==> config.mk <==
export PLATFORM = sky130hd
export DESIGN_NAME = fetch_queue
export DESIGN_NICKNAME = d
export VERILOG_FILES = /design/src/rtl/fetch_queue.sv
export SDC_FILE = /design/constraint.sdc
export NUM_CORES = 1
export LEC_CHECK = 0
export ABC_AREA = 1
export BUFFER_PORTS_ARGS = -buffer_cell sky130_fd_sc_hd__buf_2
export CORE_MARGIN = 5
export CORE_UTILIZATION = 38
export DETAILED_ROUTE_END_ITERATION = 10
export GPL_TIMING_DRIVEN = 0
export PLACE_DENSITY_LB_ADDON = 0.1
export SYNTH_ARGS = -nofsm -noshare
export SYNTH_HDL_FRONTEND = slang
export SYNTH_SLANG_ARGS = --single-unit
==> constraint.sdc <==
create_clock -name clk -period 12.7 [get_ports clk]
set_clock_uncertainty 0.1 [all_clocks]
set_input_delay 2.54 -clock clk [delete_from_list [all_inputs] [get_ports clk]]
set_output_delay 2.54 -clock clk [all_outputs]
set_load 0.01 [all_outputs]
==> src/rtl/fetch_queue.sv <==
// Fetch-to-decode queue: three lock-stepped 32-bit FIFOs (instruction, PC,
// predicted target) sharing one pair of wrap-bit pointers, with show-ahead read.

module fetch_queue_lane #(
  parameter int DEPTH = 16,
  parameter int PTR_W = $clog2(DEPTH)
) (
  input  logic             clk,
  input  logic             we,
  input  logic [PTR_W-1:0] waddr,
  input  logic [31:0]      wdata,
  input  logic [PTR_W-1:0] raddr,
  output logic [31:0]      rdata
);
  // Storage is intentionally unreset; the head is masked while empty.
  logic [31:0] mem [DEPTH];

  always_ff @(posedge clk) begin
    if (we) mem[waddr] <= wdata;
  end

  assign rdata = mem[raddr];
endmodule

module fetch_queue #(
  parameter  int DEPTH = 16,
  localparam int PTR_W = $clog2(DEPTH)
) (
  input  logic             clk,
  input  logic             rst_n,
  input  logic             flush,
  input  logic             enq,
  input  logic [31:0]      enq_inst,
  input  logic [31:0]      enq_pc,
  input  logic [31:0]      enq_bp_target,
  output logic             full,
  input  logic             deq,
  output logic [31:0]      iq_rdata,
  output logic [31:0]      pcq_rdata,
  output logic [31:0]      bpq_rdata,
  output logic             empty,
  output logic [PTR_W:0]   count
);
  localparam int NUM_Q = 3;

  logic [PTR_W:0]             wptr, rptr;
  logic                       enq_ok, deq_ok;
  logic [NUM_Q-1:0][31:0]     wdata, lane_rdata;

  // Flags depend only on registered pointers, never on enq/deq.
  assign empty  = (wptr == rptr);
  assign full   = (wptr[PTR_W-1:0] == rptr[PTR_W-1:0]) && (wptr[PTR_W] != rptr[PTR_W]);
  assign count  = wptr - rptr;

  assign enq_ok = enq && !full  && !flush;
  assign deq_ok = deq && !empty && !flush;

  assign wdata  = {enq_bp_target, enq_pc, enq_inst};

  for (genvar g = 0; g < NUM_Q; g++) begin : g_lane
    fetch_queue_lane #(.DEPTH(DEPTH), .PTR_W(PTR_W)) u_lane (
      .clk   (clk),
      .we    (enq_ok),
      .waddr (wptr[PTR_W-1:0]),
      .wdata (wdata[g]),
      .raddr (rptr[PTR_W-1:0]),
      .rdata (lane_rdata[g])
    );
  end

  assign iq_rdata  = empty ? 32'h0 : lane_rdata[0];
  assign pcq_rdata = empty ? 32'h0 : lane_rdata[1];
  assign bpq_rdata = empty ? 32'h0 : lane_rdata[2];

  // Pointer overflow past 2^(PTR_W+1) is the wrap; no special case needed.
  always_ff @(posedge clk or negedge rst_n) begin
    if (!rst_n) begin
      wptr <= '0;
      rptr <= '0;
    end else if (flush) begin
      wptr <= '0;
      rptr <= '0;
    end else begin
      if (enq_ok) wptr <= wptr + 1'b1;
      if (deq_ok) rptr <= rptr + 1'b1;
    end
  end
endmodule
Word level (Yosys, flattened, before mapping)
Memories as Yosys holds them, arrays and structs flattened.
Cells that the tools add are included.
{"block": "word_totals", "output_inout_bits": 103, "register_bits": 10, "wordCells": 30, "n_memories": 3, "ramBits": 1536}
{"name": "g_lane[0].u_lane.mem", "words": 16, "width": 32, "rd": 1, "rd_clocked_by_memory_dff": 0, "wr": 1, "line_no": "16", "text": "logic [31:0] mem [DEPTH];"}
{"name": "g_lane[1].u_lane.mem", "words": 16, "width": 32, "rd": 1, "rd_clocked_by_memory_dff": 0, "wr": 1, "line_no": "16"}
{"name": "g_lane[2].u_lane.mem", "words": 16, "width": 32, "rd": 1, "rd_clocked_by_memory_dff": 0, "wr": 1, "line_no": "16"}
{"block": "op_classes", "addsub": 3, "n_reduce_logical": 10, "n_mux": 9, "n_eq_ne": 3}
{"op": "$mux W32", "count": 3}
{"op": "$mux W5", "count": 4}
{"op": "$add A5 B1 Y5 const B", "count": 2}
{"op": "$eq A5 B5 Y1", "count": 1}
{"op": "$logic_and A1 B1 Y1", "count": 5}
{"op": "$sub A5 B5 Y5", "count": 1}
{"op": "$eq A4 B4 Y1", "count": 1}
{"op": "$reduce_bool A2 Y1", "count": 2}
{"op": "$logic_not A1 Y1", "count": 3}
{"op": "$mux W1", "count": 2}
{"op": "$ne A1 B1 Y1", "count": 1}

Longest topological paths before layout
{"block": "logic_depth", "depth_word": 7, "mapped_depth": 12, "ltp_nobuf": 9}

Modules after synthesis
Synthesis repeated with hierarchy kept, for this count alone.
{"block": "hier_totals", "hier_cells": 6571, "hier_area_um2": 67936.4}
{"mod": "fetch_queue_lane", "cells_each": 2088, "seq_area_each_um2": 15374.7, "area_per_inst_um2": 22089.9, "n_inst": 3}
{"mod": "fetch_queue", "cells_each": 307, "seq_area_each_um2": 250.2, "area_per_inst_um2": 1666.6, "n_inst": 1}

Worst setup path after synthesis
OpenSTA, ideal clock, no wires.
{"block": "synth_timing", "kind": "input -> register", "from": "input port enq", "to": "memory g_lane[0].u_lane.mem[3][0] (enable)", "stages": 4, "t_arrival_ns": 9.537, "n_path_buf": 0, "required_time_ns": 11.931, "path_slack_ns": 2.395, "cell_sequence": "nand2_1 nor2_1 inv_1 nor3_1"}
{"block": "synth_between", "elab_chain_cells": 4}
{"element": "start, declared", "line_no": "32", "text": "input logic enq,"}
{"element": "$logic_and A1 B1 Y1 (2 in series)", "line_no": "55", "text": "assign enq_ok = enq && !full && !flush;"}
{"element": "$mux W1", "line_no": "19", "text": "if (we) mem[waddr] <= wdata;"}
{"element": "$mux W1 (not written as such)", "line_no": "19"}
{"element": "end, declared", "line_no": "16"}
Every way passes these cells.

Worst setup path after layout
{"block": "layout_timing", "from": "register rptr[2]", "to": "output port pcq_rdata[23]"}
{"block": "layout_between", "elab_chain_cells": 2}
{"element": "start, declared", "line_no": "46", "text": "logic [PTR_W:0] wptr, rptr;"}
{"element": "start signal, assigned", "line_no": "85", "text": "if (deq_ok) rptr <= rptr + 1'b1;"}
{"element": "$mem_v2 Z16 W32 / $eq A5 B5 Y1 (equally long branches)"}
{"element": "$mux W32 *", "line_no": "72", "text": "assign pcq_rdata = empty ? 32'h0 : lane_rdata[1];"}
{"element": "end, declared", "line_no": "39", "text": "output logic [31:0] pcq_rdata,"}
Mark *: on every way between the ends. The rest lies on a longest branch, timed or not.

==> reports/qor.yml <==
status: "completed"
antenna_found_initial: 19
syn_area_per_cell_sq_um: 10.3
post-dp-hpwl_mm: 140
initial_utilization: 0.382
cts_num_sinks: 1546
fmax_mhz: 121
grt_pass1_vias: 42800
cap_violations: 0
port_buffers: 203
max-clock-path-buffers: 3
drc: 0
p_leak_nw: 33.1
grt_pass1_wl_mm: 295
vias: 44700
crit_type: "reg2out"
postRouteAntennaNets: 0
ys_types: 25
tritoncts: "built"
placed_area_sq_um: 72300
cts_resized: 0
cp.required_ps: 10060
fin_setup_tns_ps: 0
ys_top_cells_by_area: "edfxtp_1 69%, nand2_1 15%, inv_1 6.0%"
cp.arrival_ps: 5630
post-route-period-util: 0.651
die_w_um: 429
yosys.area.top_type: "edfxtp_1"
wl_mm: 204
syn_to_final_growth_pct: 16.5
cts_made_buffers: 174
grtUsageTotal: 0.218
grt_max_degree: 29
postCtsSetupBuffers: 0
io_pins: 204
cts-htree-levels: 4
drt_iter0_markers: 3651
synth_top_area_frac: 0.692
die_h_um: 429
coreArea_sq_um: 174000
ys_warn_count: 0
gp_congestion: 0.798
syn_nets: 6592
tightest_slew_ps: 1210
nFillCells: 16500
cts-root-buf: "clkbuf_16"
drive_gt1_frac: 0.107
rsz0062_at_grt: "false"
ir_worst_vdd_mv: 0.159
post-route-cell-area_sq_um: 77600
finalHoldViolations: 0
relSlewSlack: 0.191
clk_latency_ps: 790
powerDensity_nw_per_um2: 160
row_count: 153
min_period_ps: 8270
slew_violations: 0
endpoint_kind: "output pin"
vias_per_cell: 4.74
cp_max_fo: 13
syn_area_sq_um: 66600
yosysSeqAreaShare: 0.696
fin_nets: 7066
drtPass1Iterations: 6
setup_viol: 0
hold_buffers: 0
cp-start-kind: "flip-flop"
overflow: 0
clk_pin_slew_ps: 60
synth-seq-cells: 1546
synth_cells: 6481
min_path_type: "reg2reg"
drt-wirelength-per-cell_um: 21.7
die_area_sq_um: 184000
-- Yosys cell counts --
library cell     n
edfxtp_1      1536
buf_4           28
ha_1             9
nor2_1          19
o31ai_1          1
nand4_1          1
o21ai_1          1
nor2_4           1
nand3_1        777
a21oi_1         98
buf_6           16
nor2_2           1
xnor2_1          1
buf_2          177
nor3_1           5
xor2_1           6
clkbuf_1        68
dfrtp_1         10
inv_1         1068
nand2_1       2613
fa_1             1
inv_2            5
clkinv_1         1
buf_1           28
o21ai_0         10
-- sequential cells by signal (all words and copies together) (netlist names) --
name               count
g_lane.u_lane.mem   1536
wptr                   5
rptr                   5
-- area by class of cell --
| type | instances | area [sq um] | share of cell area |
|---|---|---|---|
| clock buffer | 227 | 4660 | 0.0600 |
| clock inverter | 87 | 573 | 0.00738 |
| buffer | 317 | 1640 | 0.0211 |
| multi-input combinational | 3544 | 14700 | 0.189 |
| sequential | 1546 | 46400 | 0.597 |
| antenna | 15 | 37.5 | 0.000484 |
| tap | 2325 | 2910 | 0.0375 |
| inverter | 1074 | 4030 | 0.0519 |
| timing repair buffer | 298 | 2720 | 0.0351 |
-- kinds of logic after synthesis --
| group | share of synthesized area |
|---|---|
| DFF | 0.696 |
| buffers and inverters | 0.0851 |
| xor gates and xnor gates | 0.000920 |
| adders and majority gates | 0.00199 |
| AOI/OAI and AO/OA | 0.00830 |
| and+or+nand+nor | 0.207 |
-- worst paths after layout --
kind | start | to | slack, ps | cells after the start
hold / removal | wptr[4]$_DFFE_PN0P_ | wptr[4]$_DFFE_PN0P_ | 480 | 2
max in group asynchronous | rst_n | wptr[3]$_DFFE_PN0P_ | 10770 | 1
setup reg to reg | rptr[1]$_DFFE_PN0P_ | g_lane[1].u_lane.mem[4][2]$_DFFE_PP_ | 7200 | 15
setup / recovery | rptr[2]$_DFFE_PN0P_ | pcq_rdata[23] | 4430 | 12
min in group asynchronous | rst_n | rptr[1]$_DFFE_PN0P_ | 1520 | 1
hold reg to reg | wptr[4]$_DFFE_PN0P_ | wptr[4]$_DFFE_PN0P_ | 480 | 2
-- metrics by stage --
stage | instances | setup slack [ps] | total power, mW | hold slack [ps] | utilization
final | 9433 | 4430 | 12.4 | 479 | 0.446
after global routing | 9420 | 4300 | 13.0 | 530 | 0.445
after CTS | 9418 | 4250 | 12.6 | 479 | 0.445
after detailed placement | 9104 | 5130 | 7.88 | 465 | 0.415
after global placement | 9009 | -5960 | 7.87 | 455 | 0.405
after floorplan | 6481 | 2390 | 6.92 | 439 | -
-- cell usage in the layout, fill, tap and decap left out, types with 15 or more instances in the layout --
master,count
a21oi_1,98
buf_1,28
buf_12,44
buf_2,380
buf_4,29
buf_6,45
clkbuf_1,116
clkbuf_16,179
clkinv_1,53
clkinv_2,23
diode_2,15
edfxtp_1,1536
inv_1,1068
nand2_1,2613
nand3_1,777
-- critical path: stages (launching register included) --
cell and delay, ps:
dfrtp_1 340, buf_2 590, inv_2 500, clkbuf_1 450, ha_1 490, nand2_1 80
nor2_1 150, inv_1 90, nor2_4 640, buf_2 520, buf_2 420, a21oi_1 250
buf_2 230
-- layer usage --
metal | global-route usage | share of wire | vias to the layer above
li1 | - | - | 21700
met1 | 0.291 | 0.43 | 21300
met2 | 0.365 | 0.48 | 1343
met3 | 0.0309 | 0.055 | 329
met4 | 0.0761 | 0.035 | 2
met5 | 0 | 0.000054 | -
-- where the power goes --
| group | internal [mW] | total, mW | switching [mW] |
|---|---|---|---|
| clock network | 2.69 | 4.70 | 2.02 |
| logic | 0.549 | 2.09 | 1.54 |
| registers | 5.65 | 5.66 | 0.00919 |
Note: power is estimated with default switching activity, not from simulation.
